## src/rtl/cpu_pkg.sv

```systemverilog
// rtl/cpu_pkg.sv - shared fetch-stage types, select encodings and reset defaults
package cpu_pkg;

    typedef enum logic [1:0] {
        S_IDLE,
        S_FETCH,
        S_EXEC
    } fetch_state_t;

    typedef enum logic [1:0] {
        NPC_SEQ,
        NPC_BR,
        NPC_J,
        NPC_JR
    } npc_sel_t;

    localparam logic [31:0] RESET_PC_DEFAULT = 32'h0000_0000;

    function automatic logic [31:0] word_align(input logic [31:0] addr);
        return {addr[31:2], 2'b00};
    endfunction

endpackage

```

## src/rtl/next_pc_mux.sv

```systemverilog
// rtl/next_pc_mux.sv - priority next-PC select with word alignment and misalign detect
module next_pc_mux
    import cpu_pkg::*;
(
    input  logic [31:0] pc_plus4_i,
    input  logic        branch_i,
    input  logic [31:0] branch_target_i,
    input  logic        jump_i,
    input  logic [31:0] jump_target_i,
    input  logic        jr_i,
    input  logic [31:0] jr_target_i,
    output logic [31:0] next_pc_o,
    output logic        misaligned_o
);

    npc_sel_t    sel;
    logic [31:0] raw_target;

    always_comb begin
        sel = NPC_SEQ;
        if (jr_i) begin
            sel = NPC_JR;
        end else if (jump_i) begin
            sel = NPC_J;
        end else if (branch_i) begin
            sel = NPC_BR;
        end
    end

    always_comb begin
        raw_target = pc_plus4_i;
        case (sel)
            NPC_SEQ: raw_target = pc_plus4_i;
            NPC_BR:  raw_target = branch_target_i;
            NPC_J:   raw_target = jump_target_i;
            NPC_JR:  raw_target = jr_target_i;
            default: raw_target = pc_plus4_i;
        endcase
    end

    // The sequential path is aligned by construction; only redirects can flag.
    assign next_pc_o    = word_align(raw_target);
    assign misaligned_o = (sel != NPC_SEQ) && (raw_target[1:0] != 2'b00);

endmodule

```

## src/rtl/pc_fetch_unit.sv

```systemverilog
// rtl/pc_fetch_unit.sv - program counter and req/ack instruction fetch sequencer
module pc_fetch_unit
    import cpu_pkg::*;
#(
    parameter logic [31:0] RESET_PC    = RESET_PC_DEFAULT,
    parameter int          ACK_TIMEOUT = 16
) (
    input  logic        clk_i,
    input  logic        rst_i,
    input  logic        stall_i,
    input  logic        branch_i,
    input  logic [31:0] branch_target_i,
    input  logic        jump_i,
    input  logic [31:0] jump_target_i,
    input  logic        jr_i,
    input  logic [31:0] jr_target_i,
    input  logic        imem_ack_i,
    input  logic [31:0] imem_rdata_i,
    output logic        imem_req_o,
    output logic [31:0] imem_addr_o,
    output logic [31:0] pc_o,
    output logic [31:0] pc_plus4_o,
    output logic [31:0] instr_o,
    output logic        instr_valid_o,
    output logic        fetch_err_o,
    output logic        misalign_o
);

    localparam int               CNT_W   = $clog2(ACK_TIMEOUT + 1);
    localparam logic [CNT_W-1:0] CNT_MAX = CNT_W'(ACK_TIMEOUT);
    localparam logic [CNT_W-1:0] CNT_ONE = CNT_W'(1);

    fetch_state_t     state;
    fetch_state_t     state_next;
    logic [31:0]      pc_q;
    logic [31:0]      instr_q;
    logic             instr_valid_q;
    logic             fetch_err_q;
    logic             misalign_q;
    logic [CNT_W-1:0] wait_cnt;
    logic [31:0]      next_pc;
    logic             target_misaligned;
    logic             take_ack;
    logic             advance;
    logic             fetch_req;

    assign pc_plus4_o    = pc_q + 32'd4;
    assign pc_o          = pc_q;
    assign imem_addr_o   = pc_q;
    assign imem_req_o    = fetch_req;
    assign instr_o       = instr_q;
    assign instr_valid_o = instr_valid_q;
    assign fetch_err_o   = fetch_err_q;
    assign misalign_o    = misalign_q;

    next_pc_mux u_next_pc_mux (
        .pc_plus4_i      (pc_plus4_o),
        .branch_i        (branch_i),
        .branch_target_i (branch_target_i),
        .jump_i          (jump_i),
        .jump_target_i   (jump_target_i),
        .jr_i            (jr_i),
        .jr_target_i     (jr_target_i),
        .next_pc_o       (next_pc),
        .misaligned_o    (target_misaligned)
    );

    always_ff @(posedge clk_i or negedge rst_i) begin
        if (!rst_i) begin
            state <= S_IDLE;
        end else begin
            state <= state_next;
        end
    end

    // Request is decoded from the state register so reset drops it at once.
    always_comb begin
        state_next = state;
        fetch_req  = 1'b0;
        take_ack   = 1'b0;
        advance    = 1'b0;
        case (state)
            S_IDLE: begin
                state_next = S_FETCH;
            end
            S_FETCH: begin
                fetch_req = 1'b1;
                if (imem_ack_i) begin
                    take_ack   = 1'b1;
                    state_next = S_EXEC;
                end
            end
            S_EXEC: begin
                if (!stall_i) begin
                    advance    = 1'b1;
                    state_next = S_FETCH;
                end
            end
            default: begin
                state_next = S_IDLE;
            end
        endcase
    end

    always_ff @(posedge clk_i or negedge rst_i) begin
        if (!rst_i) begin
            pc_q          <= RESET_PC;
            instr_q       <= 32'd0;
            instr_valid_q <= 1'b0;
            fetch_err_q   <= 1'b0;
            misalign_q    <= 1'b0;
            wait_cnt      <= '0;
        end else begin
            if (take_ack) begin
                instr_q       <= imem_rdata_i;
                instr_valid_q <= 1'b1;
                wait_cnt      <= '0;
            end else if (state == S_FETCH) begin
                if (wait_cnt != CNT_MAX) begin
                    wait_cnt <= wait_cnt + CNT_ONE;
                end
                if (wait_cnt >= CNT_MAX - CNT_ONE) begin
                    fetch_err_q <= 1'b1;
                end
            end
            if (advance) begin
                pc_q          <= next_pc;
                instr_valid_q <= 1'b0;
                if (target_misaligned) begin
                    misalign_q <= 1'b1;
                end
            end
        end
    end

endmodule

```

## config.mk

```make
export PLATFORM = sky130hd
export DESIGN_NAME = pc_fetch_unit
export DESIGN_NICKNAME = d
export VERILOG_FILES = /design/src/rtl/cpu_pkg.sv /design/src/rtl/next_pc_mux.sv /design/src/rtl/pc_fetch_unit.sv
export SDC_FILE = /design/constraint.sdc
export NUM_CORES = 1
export LEC_CHECK = 0
export ABC_AREA = 1
export BUFFER_PORTS_ARGS = -buffer_cell sky130_fd_sc_hd__buf_2
export CAP_MARGIN = 5
export CORE_MARGIN = 1.5
export CORE_UTILIZATION = 46
export DETAILED_ROUTE_END_ITERATION = 6
export GPL_TIMING_DRIVEN = 0
export PLACE_DENSITY = 0.86
export REMOVE_ABC_BUFFERS = 1
export SYNTH_ARGS = -nofsm -noshare
export SYNTH_HDL_FRONTEND = slang
export SYNTH_SLANG_ARGS = --single-unit
```

## constraint.sdc

```tcl
create_clock -name clk_i -period 2.04 [get_ports clk_i]
set_clock_uncertainty 0.2 [all_clocks]
set_input_delay 0.102 -clock clk_i [delete_from_list [all_inputs] [get_ports clk_i]]
set_output_delay 0.102 -clock clk_i [all_outputs]
set_load 0.01 [all_outputs]
```

==> reports/qor.yml <==
status:
  status: "complete, but fails checks"
  violations: "negative setup slack"
synth:
  synth_enable_flop_cells: 0
  synth_flop_cell: "dfrtp_1"
  ys_types: 34
  synth_mux_area_share_pct: 8.59
  yosysSeqAreaShare_pct: 37.1
  synthAdderAreaFrac_pct: 1.03
  async_flop_share_pct: 100
  yosysWarnings: 0
  synth_seq_cells: 72
  synth-compound-area-share_pct: 5.39
  synth.avg_cell_area_um2: 7.69
  yosys.area_share.xor_xnor_pct: 3.17
  synthSimpleGateAreaFrac_pct: 33.1
  syn-instance-count: 631
  synth_top_family_by_area: "simple AND/OR/NAND/NOR gates"
  synthesis.area_um2: 4850
clock_network:
  ctsLongestPathBuffers: 2
  clk_latency_ps: 340
  clock-root-buffer: "clkbuf_8"
  clk_pin_slew_worst_paths_ps: 90
  cts_tree: "done"
  cts_sinks: 72
  cts_max_level: 3
  cts_made_buffers: 9
route:
  avgViaCountPerCell: 5.53
  wl_um: 23100
  dr.first_iter.drc_count: 584
  firstDrtPassIters: 5
  vias: 6524
  drc_errors: 0
  drtAntennaViolNets: 0
  detail_route.wl_per_cell_um: 19.6
grt:
  overflow: 0
  grt_max_degree: 49
  grt_pass1_vias: 6459
  grt.total_usage_pct: 37.8
  grt_pass1_wl_um: 32700
  antenna_found_initial: 1
sta:
  fin_setup_tns_ps: -176
  period_needed_ps: 2120
  maxSlewHeadroom_pct: 44.5
  worst_slack_ps: -79.0
  hold_viol: 0
  finalCritPeriodShare_pct: 104
  tightest_slew_ps: 831
  setup_viol: 5
  fmax_mhz: 472
  drv_slew: 0
  rsz0062_at_grt: "yes"
critical_path:
  critical_path_required_ps: 1740
  arrival_ps: 1820
  reg2reg_from: "state[0]"
  path_class: "reg2out"
  r2r-end: "imem_addr_o[27]"
  critPathCaptureType: "output port"
  path_max_fanout: 3
  timing.reg2reg.worst_path_depth: 8
  rrSetupSlack_ps: 20
  worst_setup_path_start_kind: "flop"
floorplan:
  die_w_um: 106
  rows: 37
  start_util_pct: 47.2
  io_pins: 267
  fp.coreArea_um2: 10300
  fp.dieH_um: 106
  die-area_um2: 11200
placement:
  place_congestion: 0.870
  dpl_worst_slack_ps: -508
  io_buffer_count: 260
  dp_hpwl_um: 11000
hold_path:
  hp-class: "in2reg"
  min_to: "imem_addr_o[12]"
  min_path_cells: 5
  hold_start: "branch_i"
job:
  drv_cap: 0
pwr:
  totalPowerFinal_w: 0.00983
  power.share.combinational_pct: 55.7
  swShare_pct: 43.9
  powerDensity_nw_per_um2: 1180
  p_leak_nw: 4.22
  peakVddDrop_v: 0.000660
  switchingPower_w: 0.00431
  seqPwrFrac_pct: 29.6
  p_clk_share_pct: 14.7
  internal_power_w: 0.00552
final_layout:
  multiInputGateArea_um2: 2810
  regArea_um2: 1840
  num-fill-cells: 594
  nNetsFinal: 1177
  drive_gt1_share_pct: 44.8
  syn2layout_area_growth_pct: 71.9
## how the worst max path moves through the flow
stage | slack [ps] | from | end | cells past startpoint
finish | -80 | imem_addr_o[10] | pc_plus4_o[24] | 7
global route | -110 | imem_addr_o[3] | pc_plus4_o[22] | 9
CTS | -4 | imem_addr_o[7] | pc_plus4_o[31] | 7
detailed placement | -510 | state[0] | imem_addr_o[22] | 5
global placement | -940 | jr_i | imem_addr_o[11] | 6
floorplan | -70 | state[0] | imem_addr_o[19] | 5
## cells in the mapped netlist (6+ instances only)
| cell type | n | area, um2 |
|---|---|---|
| dfrtp_1 | 72 | 1800 |
| nand3_1 | 57 | 285 |
| o21ai_0 | 11 | 55.1 |
| nand2_1 | 236 | 886 |
| buf_4 | 40 | 300 |
| a22oi_1 | 21 | 158 |
| nand2_2 | 6 | 37.5 |
| mux2_4 | 15 | 225 |
| nor2_4 | 6 | 67.6 |
| buf_2 | 7 | 35.0 |
| nor2_1 | 45 | 169 |
| xnor2_1 | 7 | 61.3 |
| buf_6 | 6 | 67.6 |
| a21oi_1 | 6 | 30.0 |
| mux2_2 | 17 | 191 |
| inv_1 | 35 | 131 |
## cell families (layout without fill, tap and decap cells)
logic type / after synthesis / in the layout
and+or+nand+nor: 371 / 374
buffers and inverters: 95 / 499
DFF: 72 / 72
AOI/OAI and AO/OA: 41 / 41
muxes: 32 / 32
xor gates and xnor gates: 15 / 15
adders and majority gates: 4 / 4
other: 1 / 7
## registers in the layout (all words and copies together) (netlist names)
register and count:
fetch_err_o 1, imem_addr_o 30, instr_o 32, instr_valid_o 1, misalign_o 1, state 2, wait_cnt 5
## repair_timing
| item | CTS | global route |
|---|---|---|
| hold endpoints to repair | 140 | 0 |
| pin swaps | 15 | 26 |
| resized for setup | 49 | 58 |
| setup endpoints to repair | 74 | 62 |
| gates cloned | 2 | 3 |
| hold buffers | 133 | 0 |
| buffers inserted | 34 | 15 |
## worst max-delay path, cell delays in order, from the launching register on
cell and delay (ps):
dfrtp_2 410, nand2_2 140, nor2_2 230, nand2_1 150, nor2_2 200, nand3_1 100, nand2_1 100, buf_2 140
## metal layers
metal	vias to the layer above	part of all wire, %	track usage [%]
met5	-	0	0
met4	0	6.8	21.0
li1	2800	-	-
met1	3029	35	41.6
met3	172	9.3	7.54
met2	523	49	67.6
## metrics by stage
stage | hold slack [ps] | instance area [um2] | instances | util (%)
5_1_grt | 158 | 8340 | 1180 | 81.2
4_1_cts | 105 | 7980 | 1162 | 77.6
6_report | 142 | 8340 | 1180 | 81.2
3_3_place_gp | 133 | 5920 | 974 | 57.6
2_1_floorplan | -394 | 4450 | 578 | -
3_5_place_dp | -170 | 6000 | 977 | 58.3
## layout by cell type, fill, tap and decap left out, types with 4 or more instances in the layout
master / n
conb_1: 6
nand2_2: 16
dfrtp_1: 45
mux2_2: 17
buf_4: 46
clkbuf_8: 9
nor2_4: 20
dfrtp_2: 27
buf_2: 257
nand3_1: 53
nor2_1: 20
inv_1: 32
nor2_2: 18
mux2_4: 15
xnor2_1: 4
xor2_1: 4
and2_1: 5
o21ai_0: 11
nand2_1: 222
xor2_2: 4
buf_6: 4
a21oi_1: 6
a22oi_1: 21
dlygate4sd3_1: 132
## layout make-up
cell class              instances  share of cell area, %
repair buffers                445                   37.5
multi-input cells             472                   33.7
flip-flops and latches         72                   22.0
well taps                     136                   2.04
inverters                      37                   1.77
clock buffers                  10                   1.53
clock inverters                 6                   1.38
repair inverters                1                 0.0900
diodes                          1                 0.0300
## power by group through the flow
stage,logic (W),clock network (W),registers [W]
2_1_floorplan,0.00181,0,0.00321
3_3_place_gp,0.00390,0,0.00288
3_5_place_dp,0.00400,0,0.00292
4_1_cts,0.00482,0.00145,0.00278
5_1_grt,0.00576,0.00152,0.00297
6_report,0.00547,0.00145,0.00291
No activity file was read; power rests on OpenSTA's default activity.
